[src/rtl/cpu_run_ctrl.sv]
// cpu_run_ctrl: run-control unit for the CPU core.
// The core is never clock-gated. This block produces a clock enable, cpu_en_o, that every
// pipeline stage uses to decide whether to advance.
//
// Ports
//   clk_i, reset_n_i      system clock; synchronous active-low reset
//   btn_*_i               raw asynchronous board buttons (pause, continue, step, error, uart)
//   exc_code_i            exception code from execute stage (0 = none)
//   pc_i                  PC of the instruction about to execute
//   bp_en_i, bp_addr_i    per-channel breakpoint enable / address (channel k at k*ADDR_W)
//   set_cnt_i             clear the cycle counter
//   upg_done_i            UART programming finished (level)
//   cpu_en_o              core advances one instruction this cycle
//   mode_o                0 RUN, 1 PAUSE, 2 STEP, 3 ERROR, 4 BREAK, 6 UART
//   cycle_cnt_o           saturating executed-cycle counter
//   exc_latch_o           exception code that caused ERROR
//   bp_hit_o              breakpoint channel(s) that caused BREAK
module cpu_run_ctrl #(
  parameter int CNT_W      = 32,
  parameter int ADDR_W     = 32,
  parameter int EXC_W      = 4,
  parameter int NUM_BP     = 2,
  parameter int DEB_CYCLES = 20,
  parameter int RUN_ON_RST = 1
) (
  input  logic                     clk_i,
  input  logic                     reset_n_i,
  input  logic                     btn_pause_i,
  input  logic                     btn_continue_i,
  input  logic                     btn_step_i,
  input  logic                     btn_err_i,
  input  logic                     btn_uart_i,
  input  logic [EXC_W-1:0]         exc_code_i,
  input  logic [ADDR_W-1:0]        pc_i,
  input  logic [NUM_BP-1:0]        bp_en_i,
  input  logic [NUM_BP*ADDR_W-1:0] bp_addr_i,
  input  logic                     set_cnt_i,
  input  logic                     upg_done_i,
  output logic                     cpu_en_o,
  output logic [3:0]               mode_o,
  output logic [CNT_W-1:0]         cycle_cnt_o,
  output logic [EXC_W-1:0]         exc_latch_o,
  output logic [NUM_BP-1:0]        bp_hit_o
);

  typedef enum logic [3:0] {
    MODE_RUN   = 4'd0,
    MODE_PAUSE = 4'd1,
    MODE_STEP  = 4'd2,
    MODE_ERROR = 4'd3,
    MODE_BREAK = 4'd4,
    MODE_UART  = 4'd6
  } mode_e;

  localparam int    NBTN     = 5;
  localparam int    BTN_P    = 0;
  localparam int    BTN_C    = 1;
  localparam int    BTN_S    = 2;
  localparam int    BTN_E    = 3;
  localparam int    BTN_U    = 4;
  localparam int    DEB_W    = $clog2(DEB_CYCLES + 1);
  localparam mode_e RST_MODE = (RUN_ON_RST != 0) ? MODE_RUN : MODE_PAUSE;

  logic [NBTN-1:0]   btn_raw_s;
  logic [NBTN-1:0]   sync1_r;
  logic [NBTN-1:0]   sync2_r;
  logic [NBTN-1:0]   stable_r;
  logic [DEB_W-1:0]  deb_cnt_r [NBTN];
  logic [NBTN-1:0]   pulse_s;

  mode_e             mode_r;
  mode_e             mode_nxt_s;
  logic [CNT_W-1:0]  cnt_r;
  logic [EXC_W-1:0]  exc_latch_r;
  logic [NUM_BP-1:0] bp_hit_r;
  logic              skip_r;

  logic [NUM_BP-1:0] bp_vec_s;
  logic              bp_match_s;
  logic              exc_err_s;
  logic [EXC_W-1:0]  exc_val_s;
  logic              cpu_en_s;
  logic              latch_exc_s;
  logic              clr_exc_s;
  logic              set_hit_s;
  logic              uart_exit_s;
  logic              leave_hold_s;

  assign btn_raw_s = {btn_uart_i, btn_err_i, btn_step_i, btn_continue_i, btn_pause_i};

  // Button synchroniser and debounce counters.
  always_ff @(posedge clk_i) begin
    if (!reset_n_i) begin
      sync1_r  <= {NBTN{1'b0}};
      sync2_r  <= {NBTN{1'b0}};
      stable_r <= {NBTN{1'b0}};
      for (int i = 0; i < NBTN; i++) begin
        deb_cnt_r[i] <= {DEB_W{1'b0}};
      end
    end else begin
      sync1_r <= btn_raw_s;
      sync2_r <= sync1_r;
      for (int i = 0; i < NBTN; i++) begin
        if (sync2_r[i] != stable_r[i]) begin
          // The DEB_CYCLES-th consecutive differing sample commits the new level.
          if (deb_cnt_r[i] == DEB_W'(DEB_CYCLES - 1)) begin
            stable_r[i]  <= sync2_r[i];
            deb_cnt_r[i] <= {DEB_W{1'b0}};
          end else begin
            deb_cnt_r[i] <= deb_cnt_r[i] + DEB_W'(1);
          end
        end else begin
          deb_cnt_r[i] <= {DEB_W{1'b0}};
        end
      end
    end
  end

  // Press pulses: high in the cycle whose closing edge accepts a 0->1 level.
  always_comb begin
    pulse_s = {NBTN{1'b0}};
    for (int i = 0; i < NBTN; i++) begin
      pulse_s[i] = sync2_r[i] && !stable_r[i] && (deb_cnt_r[i] == DEB_W'(DEB_CYCLES - 1));
    end
  end

  // Breakpoint compare against current-cycle PC and channel settings.
  always_comb begin
    bp_vec_s = {NUM_BP{1'b0}};
    for (int k = 0; k < NUM_BP; k++) begin
      bp_vec_s[k] = bp_en_i[k] && (pc_i == bp_addr_i[k*ADDR_W +: ADDR_W]);
    end
    // skip_r lets the instruction sitting on a breakpoint execute once after resume.
    bp_match_s = (|bp_vec_s) && !skip_r;
  end

  // Mode state register.
  always_ff @(posedge clk_i) begin
    if (!reset_n_i) begin
      mode_r <= RST_MODE;
    end else begin
      mode_r <= mode_nxt_s;
    end
  end

  // Next mode, clock enable and side-effect strobes, in priority order.
  always_comb begin
    mode_nxt_s  = mode_r;
    latch_exc_s = 1'b0;
    clr_exc_s   = 1'b0;
    set_hit_s   = 1'b0;
    uart_exit_s = 1'b0;
    exc_err_s   = (exc_code_i != {EXC_W{1'b0}}) &&
                  ((mode_r == MODE_RUN) || (mode_r == MODE_STEP));
    exc_val_s   = exc_err_s ? exc_code_i : {EXC_W{1'b0}};
    cpu_en_s    = ((mode_r == MODE_RUN) && !bp_match_s && (exc_code_i == {EXC_W{1'b0}})) ||
                  (mode_r == MODE_STEP);

    if (pulse_s[BTN_U] && (mode_r != MODE_UART)) begin
      mode_nxt_s = MODE_UART;
    end else if (pulse_s[BTN_E] || exc_err_s) begin
      mode_nxt_s  = MODE_ERROR;
      latch_exc_s = 1'b1;
    end else if ((mode_r == MODE_RUN) && bp_match_s) begin
      mode_nxt_s = MODE_BREAK;
      set_hit_s  = 1'b1;
    end else if ((mode_r == MODE_RUN) && pulse_s[BTN_P]) begin
      mode_nxt_s = MODE_PAUSE;
    end else if (((mode_r == MODE_PAUSE) || (mode_r == MODE_BREAK)) && pulse_s[BTN_S]) begin
      mode_nxt_s = MODE_STEP;
    end else if (mode_r == MODE_STEP) begin
      mode_nxt_s = MODE_PAUSE;
    end else if (((mode_r == MODE_PAUSE) || (mode_r == MODE_BREAK)) && pulse_s[BTN_C]) begin
      mode_nxt_s = MODE_RUN;
    end else if ((mode_r == MODE_ERROR) && pulse_s[BTN_C]) begin
      mode_nxt_s = MODE_PAUSE;
      clr_exc_s  = 1'b1;
    end else if ((mode_r == MODE_UART) && upg_done_i) begin
      mode_nxt_s  = MODE_PAUSE;
      uart_exit_s = 1'b1;
    end else begin
      mode_nxt_s = mode_r;
    end

    leave_hold_s = ((mode_r == MODE_PAUSE) || (mode_r == MODE_BREAK)) &&
                   ((mode_nxt_s == MODE_RUN) || (mode_nxt_s == MODE_STEP));
  end

  // Exception latch.
  always_ff @(posedge clk_i) begin
    if (!reset_n_i) begin
      exc_latch_r <= {EXC_W{1'b0}};
    end else if (latch_exc_s) begin
      exc_latch_r <= exc_val_s;
    end else if (clr_exc_s) begin
      exc_latch_r <= {EXC_W{1'b0}};
    end else begin
      exc_latch_r <= exc_latch_r;
    end
  end

  // Breakpoint hit record, held for the whole BREAK stay.
  always_ff @(posedge clk_i) begin
    if (!reset_n_i) begin
      bp_hit_r <= {NUM_BP{1'b0}};
    end else if (set_hit_s) begin
      bp_hit_r <= bp_vec_s;
    end else if ((mode_r == MODE_BREAK) && (mode_nxt_s != MODE_BREAK)) begin
      bp_hit_r <= {NUM_BP{1'b0}};
    end else begin
      bp_hit_r <= bp_hit_r;
    end
  end

  // Breakpoint skip flag: armed on resume, dropped after the first executed cycle.
  always_ff @(posedge clk_i) begin
    if (!reset_n_i) begin
      skip_r <= 1'b0;
    end else if (leave_hold_s) begin
      skip_r <= 1'b1;
    end else if (cpu_en_s) begin
      skip_r <= 1'b0;
    end else begin
      skip_r <= skip_r;
    end
  end

  // Saturating cycle counter; clear wins over increment.
  always_ff @(posedge clk_i) begin
    if (!reset_n_i) begin
      cnt_r <= {CNT_W{1'b0}};
    end else if (set_cnt_i || uart_exit_s) begin
      cnt_r <= {CNT_W{1'b0}};
    end else if (cpu_en_s && (cnt_r != {CNT_W{1'b1}})) begin
      cnt_r <= cnt_r + CNT_W'(1);
    end else begin
      cnt_r <= cnt_r;
    end
  end

  assign cpu_en_o    = cpu_en_s;
  assign mode_o      = mode_r;
  assign cycle_cnt_o = cnt_r;
  assign exc_latch_o = exc_latch_r;
  assign bp_hit_o    = bp_hit_r;

endmodule
[config.mk]
export PLATFORM = sky130hd
export DESIGN_NAME = cpu_run_ctrl
export DESIGN_NICKNAME = d
export VERILOG_FILES = /design/src/rtl/cpu_run_ctrl.sv
export SDC_FILE = /design/constraint.sdc
export NUM_CORES = 1
export LEC_CHECK = 0
export BUFFER_PORTS_ARGS = -buffer_cell sky130_fd_sc_hd__buf_2
export CAP_MARGIN = 0
export CORE_AREA = 2 2 101 103
export CTS_BUF_LIST = sky130_fd_sc_hd__clkbuf_16
export DETAILED_ROUTE_END_ITERATION = 7
export DIE_AREA = 0 0 103 105
export GPL_ROUTABILITY_DRIVEN = 0
export GPL_TIMING_DRIVEN = 0
export PLACE_DENSITY = 0.84
export SYNTH_ARGS = -nofsm -noshare
export SYNTH_HDL_FRONTEND = slang
export SYNTH_SLANG_ARGS = --single-unit
[constraint.sdc]
create_clock -name clk_i -period 2.56 [get_ports clk_i]
set_input_delay 0.128 -clock clk_i [delete_from_list [all_inputs] [get_ports clk_i]]
set_output_delay 0.128 -clock clk_i [all_outputs]
set_load 0.02 [all_outputs]
==> results of run 1 <==
## area by class of cell
cell class | instances | area share, %
Multi-Input combinational cell | 449 | 45.8
Sequential cell | 83 | 29.9
Timing Repair Buffer | 158 | 12.8
Clock buffer | 9 | 3.52
Tap cell | 133 | 2.60
Clock inverter | 7 | 2.04
Buffer | 20 | 1.74
Inverter | 27 | 1.59
## logic make-up (layout without fill, tap and decap cells)
family	after synthesis	count (layout)
AO/OA/AOI/OAI	94	94
AND/OR/NAND/NOR	235	235
adder cells (fa/ha/maj)	11	11
flip-flops	83	83
XOR/XNOR	79	79
multiplexers	5	5
buffers and inverters	47	221
other	1	25
## Yosys cell counts, drive strengths merged, types with 3 or more instances
| library cell | n | area share (%) |
|---|---|---|
| nand2 | 41 | 3.1 |
| and4 | 7 | 1.2 |
| ha | 11 | 2.8 |
| nand3b | 3 | 0.46 |
| nor2 | 44 | 3.3 |
| o21ai | 19 | 1.9 |
| clkbuf | 8 | 0.61 |
| o31ai | 9 | 1.4 |
| and2 | 16 | 2.0 |
| xnor2 | 64 | 11 |
| a22oi | 4 | 0.61 |
| dfxtp | 58 | 24 |
| edfxtp | 25 | 15 |
| nor4 | 9 | 1.3 |
| or3 | 15 | 1.9 |
| a211o | 3 | 0.53 |
| a31o | 3 | 0.53 |
| xor2 | 15 | 2.7 |
| nor3 | 6 | 0.71 |
| nand3 | 34 | 3.7 |
| and3 | 5 | 0.63 |
| a21oi | 31 | 3.1 |
| inv | 27 | 2.1 |
| o41ai | 4 | 0.71 |
| o211ai | 6 | 0.91 |
| buf | 12 | 1.6 |
| a211oi | 3 | 0.46 |
| mux2i | 5 | 1.0 |
| nand4 | 25 | 3.2 |
| or4 | 17 | 2.6 |
## critical path: stages (launching register included)
cell	delay, ns
dfxtp_1	0.33
buf_6	0.14
nor3_2	0.58
nand2_1	0.32
or4_1	0.56
or4_1	0.42
nand2_1	0.08
## worst paths after layout
check                 from               to  cells after the start
max              mode_o[3]  cycle_cnt_o[20]                      6
min          exc_code_i[3]   exc_latch_o[3]                      3
max reg2reg      mode_o[3]  cycle_cnt_o[20]                      6
min reg2reg     sync1_r[4]       sync2_r[4]                      1
## power groups by stage
stage	Sequential [W]	Combinational (W)	Clock (W)
5_1_grt	0.00142	0.000509	0.00161
4_1_cts	0.00141	0.000456	0.00156
6_report	0.00142	0.000466	0.00154
2_1_floorplan	0.00145	0.000248	0
3_3_place_gp	0.00144	0.000431	0
3_5_place_dp	0.00144	0.000446	0
## metal layers
layer | vias to the layer above | share of wire (%)
met5 | - | 0
met4 | 0 | 1.7
met3 | 28 | 7.4
met2 | 182 | 51
met1 | 2344 | 39
li1 | 2385 | -
## flip-flops by register name, indices dropped and copies added (netlist names)
register and cells:
deb_cnt_r 25, mode_o 4, exc_latch_o 4, sync2_r 5
cycle_cnt_o 32, stable_r 5, skip_r 1, sync1_r 5
bp_hit_o 2
## stage by stage
step           TNS (ns)  hold WS (ns)
6_report              0        0.0670
5_1_grt               0        0.0882
4_1_cts               0        0.0644
3_5_place_dp     -0.131         0.339
3_3_place_gp    -0.0664         0.334
2_1_floorplan         0         0.255
## timing repair
item                                    CTS  global route
hold endpoints to repair                  5             0
hold buffers                              5             0
pin swaps                                 0             2
resized for setup                         1             4
buffers inserted                          0             1
endpoints found under the setup margin    1             6
==> flow_summary.ini, run 1 <==
[route]
route.detailed.drc = 0
drtIter0Drc = 273
drt_pass1_iterations = 5
drt_wl_total_microns = 14100
vias_per_cell = 5.57
num_vias = 4939
wire_per_inst_microns = 15.9
ant_nets = 0

[grt]
overflow = 0
grt_pass1_vias = 4965
use_met1_pct = 31.7
grt-busiest-layer = met2
grt_start_max_net_pins = 17
grt_pass1_wl_microns = 22800
antenna_found_initial = 0
use_met2_pct = 46.2
grt.met3_usage_pct = 6.15
grt_usage_pct = 26.5

[timing]
setup_slack_ns = 0.0761
hold_viol_final = 0
maxSlewViolCount = 0
max-slew-margin-rel_pct = 51.3
fin_crit_sh_pct = 97.0
period_minus_slack_ns = 2.48
rsz0062_at_grt = no
worstMarginPinSlew_ns = 0.728
setup_viol = 0
fin_skew_ns = 0.00900
fmax_mhz = 403

[cells_and_area]
antenna_cells = 0
final_common_cell = buf_2
stdcell_area_sq_um = 6390
multiInputGateArea_sq_um = 2930
regArea_sq_um = 1910
final_cells = 886
final_core_util_pct = 66.3
final_cell_mix = buf_2, xnor2_1, dfxtp_1
fill_cells = 837
area_growth_pct = 29.4
layout.nets = 870
drive_gt1_share_pct = 25.9

[logic_synthesis]
synth-xor-area-share_pct = 14.0
netlist_area_sq_um = 4940
syn_avg_cell_area_sq_um = 8.90
synth_cell_types = 54
syn_inst = 555
ys_warn_count = 0
synth_ff_type = dfxtp_1
synth-adder-area-share_pct = 2.79
synth-async-reset-ratio_pct = 0
synth_top_family_by_area = simple AND/OR/NAND/NOR gates
ys_seq_elements = 83
synth_edf_count = 25
seq_area_frac_synth_pct = 38.7
synth_simple_gate_area_share_pct = 26.6
synth.area.mux_share_pct = 1.01
synth_compound_area_share_pct = 12.5

[die]
fp.coreArea_sq_um = 9640
die_h_microns = 105
die_area_sq_um = 10800
initial_utilization_pct = 51.2
die_w_microns = 103
fp-row-count = 36
ios = 154

[power]
power_leakage_nw = 2.54
seq_power_share_pct = 41.3
p_int_w = 0.00257
ir_worst_vdd_mv = 0.425
combPwrFrac_pct = 13.6
sw_frac_of_total_pct = 24.9
p_switching_w = 0.000853
total_power_w = 0.00342
clock_power_share_pct = 45.1
p_per_area_nw_per_um2 = 536

[worst_setup_path]
arrival_ns = 2.77
startpoint_type = flop
worstPathMaxFanout = 9
r2r_setup_slack_ns = 0.08
cp-end-kind = flop
critPathRequiredTime_ns = 2.85
worstSetupPathType = flop to flop

[clock_network]
insertion_delay_ns = 0.34
clk_pin_slew_worst_paths_ns = 0.06
htree_levels = 3
ctsRootBufferMaster = clkbuf_16
clockBufferDepth = 2
tritoncts.num_buffers = 9
clock_sinks = 83
cts_tree = yes

[hold_path]
hold_path_class = input port to flop

[place]
placed_area_sq_um = 5950
dp_cells = 864
placement.io_buffers = 152
place_ws_ns = -0.131
dpl.hpwl_microns = 10800

[run_status]
status = complete, no violations

[run]
drv_cap = 0
(Power assumes the default switching activity.)
==> inputs of run 2 (changes only) <==
Settings changed: CORE_AREA 2 2 101 103 to 2 2 106 98, DIE_AREA 0 0 103 105 to 0 0 108 100.
==> flow_summary.ini, run 2 (same netlist as run 1, synthesis figures left out) <==
[power]
sw_frac_of_total_pct = 25.0
seq_power_share_pct = 45.3
combPwrFrac_pct = 14.7
p_per_area_nw_per_um2 = 493
p_int_w = 0.00234
p_switching_w = 0.000783
ir_worst_vdd_mv = 0.487
power_leakage_nw = 2.52
clock_power_share_pct = 40.0

[route]
num_vias = 4944
drt_wl_total_microns = 13500
drtIter0Drc = 312
wire_per_inst_microns = 15.3
route.detailed.drc = 0
ant_nets = 0
drt_pass1_iterations = 6
vias_per_cell = 5.60

[grt]
grt_usage_pct = 25.4
grt_pass1_wl_microns = 21700
grt_pass1_vias = 4726
overflow = 0
grt_start_max_net_pins = 14
antenna_found_initial = 0

[cells_and_area]
largest_reg_flops = 32
layout.nets = 871
final_cell_mix = buf_2, xnor2_1, dfxtp_1
antenna_cells = 0
drive_gt1_share_pct = 25.9
final_common_cell = buf_2
final_cells = 883
area_growth_pct = 28.3

[timing]
period_minus_slack_ns = 2.41
maxSlewViolCount = 0
setup_viol = 0
worstMarginPinSlew_ns = 0.759
setup_slack_ns = 0.147
fin_crit_sh_pct = 94.3
hold_viol_final = 0
whs_ns = 0.0788
fin_skew_ns = 0.00965
max-slew-margin-rel_pct = 49.3
fmax_mhz = 414
rsz0062_at_grt = no

[die]
die_area_sq_um = 10800
fp-row-count = 35
fp.coreArea_sq_um = 9850
die_w_microns = 108
ios = 154
die_h_microns = 100
initial_utilization_pct = 50.1

[place]
dpl.hpwl_microns = 10400
dp_cells = 860
placement.io_buffers = 152
place_ws_ns = -0.0813

[worst_setup_path]
worstSetupPathType = flop to flop
arrival_ns = 2.68
critPathRequiredTime_ns = 2.83
worstPathMaxFanout = 7
r2r_cells = 8
cp-end-kind = flop
r2r-end = cycle_cnt_o[24]
r2r_setup_slack_ns = 0.15
startpoint_type = flop
r2r_start = cycle_cnt_o[6]

[clock_network]
cts_tree = yes
ctsRootBufferMaster = clkbuf_16
clockBufferDepth = 2
htree_levels = 3
clk_pin_slew_worst_paths_ns = 0.07
insertion_delay_ns = 0.34
clock_sinks = 83
tritoncts.num_buffers = 9

[run_status]
status = complete, no violations

[hold_path]
min_path_cells = 3
min_to = exc_latch_o[0]
holdCritStartpoint = exc_code_i[0]
hold_path_class = input port to flop

[run]
drv_cap = 0
## run 2: power by group through the flow
stage	clock network (W)	logic, W	registers (W)
4_1_cts	0.00127	0.000450	0.00142
3_5_place_dp	0	0.000441	0.00144
5_1_grt	0.00133	0.000503	0.00142
6_report	0.00125	0.000458	0.00142
3_3_place_gp	0	0.000429	0.00144
2_1_floorplan	0	0.000248	0.00145
## run 2: routing by layer
layer | vias to the layer above | share of wire (%) | global-route usage, %
li1 | 2385 | - | -
met1 | 2297 | 41 | 30.8
met2 | 226 | 49 | 43.3
met3 | 36 | 8.6 | 7.73
met4 | 0 | 2.0 | 8.19
met5 | - | 0 | 0
## run 2: area by class of cell
cell class / count / area [sq um]
timing repair buffer: 159 / 826
multi-input combinational: 449 / 2940
sequential: 83 / 1910
buffer: 20 / 111
clock inverter: 7 / 60.1
tap: 129 / 161
fill: 818 / 3520
inverter: 27 / 101
clock buffer: 9 / 225
## run 2: critical path: stages, from the launching register on
cell     delay, ns
dfxtp_1       0.46
and4_1        0.24
buf_4         0.17
nand3_4       0.11
nor3_1        0.37
nand4_1       0.30
buf_4         0.25
or3_1         0.30
a21oi_1       0.14
## run 2: worst max-delay path by stage
stage | start | to | slack [ns] | cells past startpoint
floorplan | cycle_cnt_o[0] | cycle_cnt_o[20] | 0.22 | 7
global placement | cycle_cnt_o[0] | cycle_cnt_o[20] | -0.03 | 7
detailed placement | cycle_cnt_o[0] | cycle_cnt_o[20] | -0.08 | 7
CTS | cycle_cnt_o[0] | cycle_cnt_o[20] | 0.05 | 7
global route | cycle_cnt_o[0] | cycle_cnt_o[20] | 0.03 | 7
finish | cycle_cnt_o[6] | cycle_cnt_o[24] | 0.15 | 8
## run 2: repair_timing
action                                 4_1_cts  5_1_grt
cloned                                       0        0
endpoints found under the hold margin        5        0
setup endpoints to repair                    1       10
pin swaps                                    0        1
hold buffers                                 5        0
resized for setup                            1        6
buffers inserted                             0        2
## run 2: per-stage QoR
stage | setup TNS, ns | util [%] | instance area [sq um] | total power [W]
floorplan | 0 | - | 5030 | 0.00170
global placement | -0.0260 | 60.4 | 5950 | 0.00187
detailed placement | -0.0813 | 60.4 | 5950 | 0.00188
CTS | 0 | 63.8 | 6290 | 0.00314
global route | 0 | 64.3 | 6330 | 0.00325
finish | 0 | 64.3 | 6330 | 0.00313
==> inputs of run 3 (changes only) <==
Settings changed: BUFFER_PORTS_ARGS -buffer_cell sky130_fd_sc_hd__buf_2 to -buffer_cell sky130_fd_sc_hd__buf_4.
==> flow_summary.ini, run 3 (same netlist as run 1, synthesis figures left out) <==
[die]
die_area_sq_um = 10800
ios = 154
fp-row-count = 35
die_w_microns = 108
die_h_microns = 100
initial_utilization_pct = 50.1
fp.coreArea_sq_um = 9850

[run]
drv_cap = 0

[place]
dpl.hpwl_microns = 10700
place_ws_ns = -0.131
placement.io_buffers = 152
dp_cells = 860

[worst_setup_path]
startpoint_type = flop
worstSetupPathType = flop to flop
cp-end-kind = flop
path_delay_family = simple AND/OR/NAND/NOR gates
critPathRequiredTime_ns = 2.85
slowest_stage = nor3_2
arrival_ns = 2.76
cp.depth = 6
path_buf_inv = 1
path_cells = buf_6 -> nor3_2 -> nand2_1 -> or4_1 -> or4_1 -> nand2_1
r2r_cells = 6
cp_slowest_stage_delay_ns = 0.58
worstPathMaxFanout = 9

[timing]
hold_viol_final = 0
period_minus_slack_ns = 2.48
tns_ns = 0
worstMarginPinSlew_ns = 0.706
fin_skew_ns = 0.00830
setup_viol = 0
max-slew-margin-rel_pct = 52.7
maxSlewViolCount = 0
rsz0062_at_grt = no
setup_slack_ns = 0.0837
fmax_mhz = 404
fin_crit_sh_pct = 96.7

[route]
drtIter0Drc = 295
vias_per_cell = 5.63
route.detailed.drc = 0
num_vias = 4953
drt_pass1_iterations = 5
ant_nets = 0
drt_wl_total_microns = 13800
wire_per_inst_microns = 15.7

[clock_network]
tritoncts.num_buffers = 9
clk_pin_slew_worst_paths_ns = 0.07
clock_sinks = 83
cts_tree = yes
htree_levels = 3
ctsRootBufferMaster = clkbuf_16
insertion_delay_ns = 0.34
clockBufferDepth = 2

[cells_and_area]
drive_gt1_share_pct = 26.0
final_core_util_pct = 68.1
final_cells = 880
antenna_cells = 0
final_common_cell = buf_4
fill_cells = 794
largest_reg_flops = 32
final_cell_mix = buf_4, xnor2_1, dfxtp_1
area_growth_pct = 35.9
layout.nets = 868

[power]
p_per_area_nw_per_um2 = 491
power_leakage_nw = 2.61
ir_worst_vdd_mv = 0.349
total_power_w = 0.00329

[run_status]
status = complete, no violations

[grt]
grt_pass1_vias = 4937
grt_pass1_wl_microns = 22400
overflow = 0
grt_usage_pct = 26.0
antenna_found_initial = 0
grt_start_max_net_pins = 18

[hold_path]
min_path_cells = 2
hold_path_class = input port to flop
[run 3: cell types whose count changed in the layout (fill, tap and decap cells not counted), moves of 2 or more]
cell / change
buf_2: -152
buf_4: +151
clkinv_2: -3
dlygate4sd3_1: -2
inv_6: +2
inv_8: +2
[run 3: final timing paths]
check	from	to	slack (ns)
setup / recovery	mode_o[3]	cycle_cnt_o[20]	0.08
hold / removal	btn_continue_i	sync1_r[1]	0.01
setup reg to reg	mode_o[3]	cycle_cnt_o[20]	0.08
hold reg to reg	sync1_r[3]	sync2_r[3]	0.43
[run 3: worst reg2reg max path: cells and delay by family (launching register included)]
family        cells  cell delay (ns)
flops             1             0.33
buf+inv           1             0.14
simple gates      5             1.96
[run 3: per-layer routing]
layer,global-route usage (%),wire length [microns]
met5,0,0
met4,10.7,406
met3,6.56,926
met2,45.0,6850
met1,30.8,5640
[run 3: power by group]
part,internal [W],switching [W]
Sequential,0.00139,0.0000274
Combinational,0.000260,0.000246
Clock,0.000785,0.000588
[run 3: what timing repair did]
item,4_1_cts,5_1_grt
pin swaps,0,1
hold endpoints to repair,3,0
hold buffers,3,0
buffers inserted,0,1
endpoints found under the setup margin,1,5
gates resized for setup,1,4
[run 3: through the flow]
step	area (sq um)	hold slack, ns
after floorplan	5030	0.255
after global placement	6330	0.338
after detailed placement	6330	0.340
after CTS	6680	0.00752
after global routing	6710	0.00196
final	6710	0.0104
[run 3: layout make-up]
type                    instances  area [sq um]  area share [%]
repair buffers                156          1180            17.6
clock buffers                   9           225            3.36
clock inverters                 7          93.8            1.40
multi-input cells             449          2930            43.6
well taps                     129           161            2.41
plain buffers                  20           111            1.66
flip-flops and latches         83          1910            28.5
inverters                      27           101            1.51
